<file path="src/rtl/shift_arbiter.sv">
// shift_arbiter: shares one external combinational barrel shifter between two requesters
// (0 = EX-stage ALU, 1 = mult/div unit). One request is outstanding at a time.
// Sequence: IDLE (grant) -> EXEC (shifter evaluates registered operands) -> RESP (hold result).
//
// Ports:
//   clk, reset              single clock, synchronous active-high reset
//   reqN_valid/ready        request handshake; ready is combinational, IDLE only
//   reqN_a/b/op             operand, shift amount, operation code of requester N
//   sh_a/sh_b/sh_op         registered operands driven to the shifter
//   sh_rst                  shifter reset, mirrors reset
//   sh_result               shifter output
//   resp_valid/id/data      response handshake, tagged with the owning requester
//   resp_ready              response consumer ready
//   grant_cnt0/grant_cnt1   saturating per-requester grant counters
//                           (only with SHIFT_ARB_STATS_EN defined)
`timescale 1ns/1ps
module shift_arbiter #(
  parameter int unsigned WIDTH = 32,
  parameter int unsigned OPW   = 6
) (
  input  logic             clk,
  input  logic             reset,
  input  logic             req0_valid,
  output logic             req0_ready,
  input  logic [WIDTH-1:0] req0_a,
  input  logic [WIDTH-1:0] req0_b,
  input  logic [OPW-1:0]   req0_op,
  input  logic             req1_valid,
  output logic             req1_ready,
  input  logic [WIDTH-1:0] req1_a,
  input  logic [WIDTH-1:0] req1_b,
  input  logic [OPW-1:0]   req1_op,
  output logic [WIDTH-1:0] sh_a,
  output logic [WIDTH-1:0] sh_b,
  output logic [OPW-1:0]   sh_op,
  output logic             sh_rst,
  input  logic [WIDTH-1:0] sh_result,
  output logic             resp_valid,
  output logic             resp_id,
  output logic [WIDTH-1:0] resp_data,
  input  logic             resp_ready
`ifdef SHIFT_ARB_STATS_EN
  ,
  output logic [15:0]      grant_cnt0,
  output logic [15:0]      grant_cnt1
`endif
);

  typedef enum logic [1:0] {StIdle, StExec, StResp} state_e;

  state_e           state_q, state_d;
  logic             last_grant_q, last_grant_d;
  logic             id_q, id_d;
  logic [WIDTH-1:0] a_q, a_d;
  logic [WIDTH-1:0] b_q, b_d;
  logic [OPW-1:0]   op_q, op_d;
  logic             resp_valid_q, resp_valid_d;
  logic             resp_id_q, resp_id_d;
  logic [WIDTH-1:0] resp_data_q, resp_data_d;
  logic             grant0, grant1;

  // Round-robin: on contention the requester that did not win last time is granted.
  always_comb begin
    grant0 = 1'b0;
    grant1 = 1'b0;
    if (state_q == StIdle) begin
      if (req0_valid && req1_valid) begin
        grant0 = last_grant_q;
        grant1 = ~last_grant_q;
      end else begin
        grant0 = req0_valid;
        grant1 = req1_valid;
      end
    end
  end

  always_comb begin
    state_d      = state_q;
    last_grant_d = last_grant_q;
    id_d         = id_q;
    a_d          = a_q;
    b_d          = b_q;
    op_d         = op_q;
    resp_valid_d = resp_valid_q;
    resp_id_d    = resp_id_q;
    resp_data_d  = resp_data_q;
    unique case (state_q)
      StIdle: begin
        if (grant0 || grant1) begin
          id_d         = grant1;
          last_grant_d = grant1;
          a_d          = grant1 ? req1_a  : req0_a;
          b_d          = grant1 ? req1_b  : req0_b;
          op_d         = grant1 ? req1_op : req0_op;
          state_d      = StExec;
        end
      end
      StExec: begin
        resp_data_d  = sh_result;
        resp_id_d    = id_q;
        resp_valid_d = 1'b1;
        state_d      = StResp;
      end
      StResp: begin
        // No grant in the handshake cycle: readys are only high in StIdle.
        if (resp_ready) begin
          resp_valid_d = 1'b0;
          state_d      = StIdle;
        end
      end
      default: state_d = StIdle;
    endcase
  end

  always_ff @(posedge clk) begin
    if (reset) begin
      state_q      <= StIdle;
      last_grant_q <= 1'b1;
      id_q         <= 1'b0;
      a_q          <= '0;
      b_q          <= '0;
      op_q         <= '0;
      resp_valid_q <= 1'b0;
      resp_id_q    <= 1'b0;
      resp_data_q  <= '0;
    end else begin
      state_q      <= state_d;
      last_grant_q <= last_grant_d;
      id_q         <= id_d;
      a_q          <= a_d;
      b_q          <= b_d;
      op_q         <= op_d;
      resp_valid_q <= resp_valid_d;
      resp_id_q    <= resp_id_d;
      resp_data_q  <= resp_data_d;
    end
  end

  assign req0_ready = grant0;
  assign req1_ready = grant1;
  assign sh_a       = a_q;
  assign sh_b       = b_q;
  assign sh_op      = op_q;
  assign sh_rst     = reset;
  assign resp_valid = resp_valid_q;
  assign resp_id    = resp_id_q;
  assign resp_data  = resp_data_q;

`ifdef SHIFT_ARB_STATS_EN
  logic [15:0] cnt0_q, cnt1_q;

  always_ff @(posedge clk) begin
    if (reset) begin
      cnt0_q <= '0;
      cnt1_q <= '0;
    end else begin
      if (grant0 && (cnt0_q != 16'hFFFF)) cnt0_q <= cnt0_q + 16'd1;
      if (grant1 && (cnt1_q != 16'hFFFF)) cnt1_q <= cnt1_q + 16'd1;
    end
  end

  assign grant_cnt0 = cnt0_q;
  assign grant_cnt1 = cnt1_q;
`endif

endmodule

</file>
<file path="config.mk">
export PLATFORM = sky130hd
export DESIGN_NAME = shift_arbiter
export DESIGN_NICKNAME = d
export VERILOG_FILES = /design/src/rtl/shift_arbiter.sv
export SDC_FILE = /design/constraint.sdc
export NUM_CORES = 1
export LEC_CHECK = 0
export CORE_MARGIN = 2
export CORE_UTILIZATION = 41
export DETAILED_ROUTE_END_ITERATION = 6
export PLACE_DENSITY = 0.87
export SYNTH_ARGS = -nofsm -noshare
export SYNTH_HDL_FRONTEND = slang
export SYNTH_SLANG_ARGS = --single-unit
</file>
<file path="constraint.sdc">
create_clock -name clk -period 3 [get_ports clk]
set_input_delay 0.6 -clock clk [delete_from_list [all_inputs] [get_ports clk]]
set_output_delay 0.6 -clock clk [all_outputs]
set_load 0.01 [all_outputs]
</file>
* Word-level counts from Yosys, hierarchy flattened
Index checks and enable logic that the tools add are counted.
W data, S select, Z words.
** Word-level totals
- Register bits after elaboration :: 108
- Bits in latches :: 0
- Memory bits (writable) :: 0
- Memory bits (read-only) :: 0
- Input bits :: 177
- Output and inout port bits :: 107
- Logic and storage cells :: 33
- Memories :: 0
** Operators by class
- Add/sub/neg operators :: 0
- $mul :: 0
- Div/mod/pow operators :: 0
- $lt $le $gt $ge :: 0
- Eq/ne operators :: 4
- Shift operators :: 0
- Mux-type cells :: 12
- Bitwise operators :: 1
- Reductions and logical operators :: 7
** Operators by type and width (number)
- $mux W32 :: 2
- $mux W6 :: 1
- $pmux W2 S3 :: 1
- $reduce_and A2 Y1 :: 3
- $mux W1 :: 5
- $mux W2 :: 2
- $eq A2 B1 Y1 const B :: 1
- $eq A2 B2 Y1 const B :: 1
- $logic_not A2 Y1 :: 1
- $ne A2 B1 Y1 const B :: 1
- $ne A2 B2 Y1 const B :: 1
- $pmux W1 S2 :: 1
- $reduce_bool A2 Y1 :: 1
- $logic_and A1 B1 Y1 :: 1
- $logic_or A1 B1 Y1 :: 1
- $not A1 Y1 :: 1

* Longest topological paths before layout
- Depth after elaboration :: 6
- Gate-level depth with buffers :: 6
- Depth with buffers taken out :: 3

* Least setup slack after synthesis
No wires, ideal clock.
- Path type :: in2out
- From :: input port req1_valid
- To :: output port req1_ready
- Arrival :: 1409 ps
- Data required time :: 2400 ps
- Slack :: 991 ps
- Cell stages on the path :: 4
- Buffers on the path :: 2
- Cell sequence :: or3b_1 > buf_2 > buf_2 > nor2_1
** Between the ends
- Cells in the longest elaborated chain, start to end :: 3
** RTL lines
- from (decl) :: line 28 : input logic req1_valid,
- $logic_and A1 B1 Y1 :: line 67 : if (req0_valid && req1_valid) begin
- $mux W1 * :: line 67
- $mux W1 * :: line 66 : if (state_q == StIdle) begin
- to (decl) :: line 29 : output logic req1_ready,
Every way passes the cells marked *; elsewhere a longest branch is shown, timed or not.

* Worst setup path in the final report
Ends and elaborated chain as after synthesis.

==> out/results.tsv <==
stage	metric	value	unit
placement	gp_congestion	0.818	
critical_path	critical_path.cell_chain	clkdlybuf4s50_1 > or3b_2 > nor2_1 > clkdlybuf4s50_1	
timing	timing.fmax	345	MHz
route	vias_per_cell	5.86	
flow_run	drv_cap	0	
critical_path	critPathBufInv	2	
cts	cts_resized	0	
timing	slew_headroom	22.5	%
placement	portBuffers	283	
logic_synthesis	avgSynthCellArea	8.17	sq um
timing	fin_crit_sh	96.6	%
status	status	finished, final reports clean	
critical_path	slowest_delay	0.60	ns
cts	cts_tree	yes	
grt	grt_first_pass_wirelength	27.7	mm
timing	whs	0.458	ns
cells_and_area	n_antenna_cell	0	
cts	clock-sinks	108	
pwr	power.total	4.15	mW
die	rows	39	
logic_synthesis	ys_ff_latch	108	
die	core_area	0.0114	sq mm
die	die_y	112	um
grt	grt_max_degree	109	
critical_path	cp_top_family	buffers and inverters	
cells_and_area	layout_common_cells	clkdlybuf4s50_1 (282), dfxtp_1 (108), a21oi_1 (105), nand3_1 (70)	
pwr	peakVddDrop	0.354	mV
logic_synthesis	syn_inst	585	
cts	post_cts.repair.setup_buffers	0	
cts	clk-insertion-delay-late	0.34	ns
cts	cts.clk_slew.worst_paths	0.07	ns
critical_path	critical-path-slowest-cell	clkdlybuf4s50_1	
timing	rsz0062_at_grt	no	
route	wl_per_cell	18.3	um
grt	antenna_found_initial	0	
timing	drv_slew	0	
die	num_io_pins	284	
timing	setup_tns	0	ns
pwr	power_density	526	mW/mm^2
cells_and_area	finalNetCount	996	
cts	cts_htree_levels	3	
critical_path	path_class	in -> out	
die	design.die.area	0.0125	sq mm
route	first_pass_iters	5	
cells_and_area	final_core_util	69.2	%
cts	ctsHoldBuffers	0	
die	initial_utilization	41.8	%
cts	root_buffer	clkbuf_16	
logic_synthesis	synth_cell_types	27	
timing	fin_crit	2.90	ns
grt	overflow	0	
placement	dp_hpwl	11.7	mm
logic_synthesis	synth_area	0.00478	sq mm
grt	grt_use_total	27.0	%
critical_path	path_common_cell	clkdlybuf4s50_1	
route	drt-total-wl	17.7	mm
hold_path	hp-class	reg -> reg	
timing	fin_skew	0.00874	ns
timing	worst_slew_pin_slew	1.16	ns
grt	grt_pass1_vias	5477	
route	final_antenna_net_count	0	
critical_path	endpoint_kind	output pin	
cts	cts_buffers	9	
cells_and_area	num-fill-cells	878	
logic_synthesis	synthesis.nets	762	
timing	setup_viol	0	
pwr	leakagePower	2.70	nW
route	num_vias	5663	
cells_and_area	drive_gt1_share	5.58	%
logic_synthesis	ys_seq_area_share	45.2	%
critical_path	path_max_fanout	2	
critical_path	cp-start-kind	input pin	
route	drt_iter0_drc	488	
logic_synthesis	yosysWarnings	0	
timing	hold_violations	0	
critical_path	crit_required	2.40	ns
die	die_w	112	um
cts	clk_path_buf_depth	2	
critical_path	crit_arrival	2.30	ns
route	drc	0	
cells_and_area	final_common_cell	clkdlybuf4s50_1	
cells_and_area	syn2layout_area_growth	65.4	%
[area by class of cell]
| class | instances | area [sq um] | share of cell area (%) |
|---|---|---|---|
| tap | 143 | 179 | 2.26 |
| inverter | 1 | 3.75 | 0.0475 |
| sequential | 108 | 2160 | 27.4 |
| timing repair buffer | 298 | 2990 | 37.9 |
| clock inverter | 6 | 71.3 | 0.902 |
| multi-input combinational | 401 | 2250 | 28.5 |
| clock buffer | 10 | 239 | 3.02 |
[cell usage after synthesis (all sizes together)]
cell	n	area share, %
inv	1	0.078
nand2	67	5.3
buf	29	4.1
or2	1	0.13
nand2b	1	0.13
or3b	3	0.55
nor3b	1	0.16
a311oi	70	13
clkbuf	46	3.8
a21oi	105	11
nor2b	2	0.26
nor2	5	0.45
dfxtp	108	45
nand3	70	7.3
o21ai	71	7.4
nand3b	1	0.16
a211o	1	0.18
and2	2	0.26
a22oi	1	0.16
[worst reg2reg max path, stage by stage, from the launching register on]
cell      delay, ns
dfxtp_1        0.53
or3b_2         0.20
buf_4          0.54
o21ai_0        0.26
a311oi_1       0.33
[power by group]
part / internal, mW / switching [mW] / total (mW)
logic: 0.652 / 0.588 / 1.24
registers: 1.59 / 0.0916 / 1.68
clock network: 0.677 / 0.555 / 1.23
[through the flow]
stage	area [sq um]	cells	setup slack, ns
after global routing	7900	967	0.0357
after detailed placement	7590	951	0.0898
final	7900	967	0.101
after floorplan	4780	585	0.991
after CTS	7900	967	0.0865
after global placement	7590	951	0.101
[worst paths after layout]
kind / from / to / slack, ns / cells after the start
worst max register to register: state_q[1]$_SDFFE_PP0P_ / sh_b[29]$_SDFFE_PP0P_ / 1.02 / 4
worst min register to register: resp_data[21]$_SDFFE_PP0P_ / resp_data[21]$_SDFFE_PP0P_ / 0.46 / 2
worst min-delay path: resp_data[21]$_SDFFE_PP0P_ / resp_data[21]$_SDFFE_PP0P_ / 0.46 / 2
worst max-delay path: req1_valid / req1_ready / 0.10 / 4
[cells by family (layout without fill, tap and decap cells)]
group                  count (synthesis)  count (layout)  share of synthesized area (%)
AOI/OAI and AO/OA                    248             248                           32.1
and+or+nand+nor                      153             153                           14.7
DFF                                  108             108                           45.2
buffers and inverters                 76             315                           7.93
[sequential cells by signal (all words and copies together), names as in the netlist]
signal	cells
resp_data	32
sh_a	32
resp_valid	1
resp_id	1
state_q	2
last_grant_q	1
sh_op	6
sh_b	32
id_q	1
[layer usage]
layer | part of all wire [%] | up-vias | track usage, %
met1 | 38 | 2651 | 31.2
met2 | 49 | 323 | 47.2
met5 | 0 | - | 0
met3 | 8.3 | 63 | 6.15
li1 | - | 2626 | -
met4 | 4.2 | 0 | 13.2
Power figures use the tool's default switching activity.
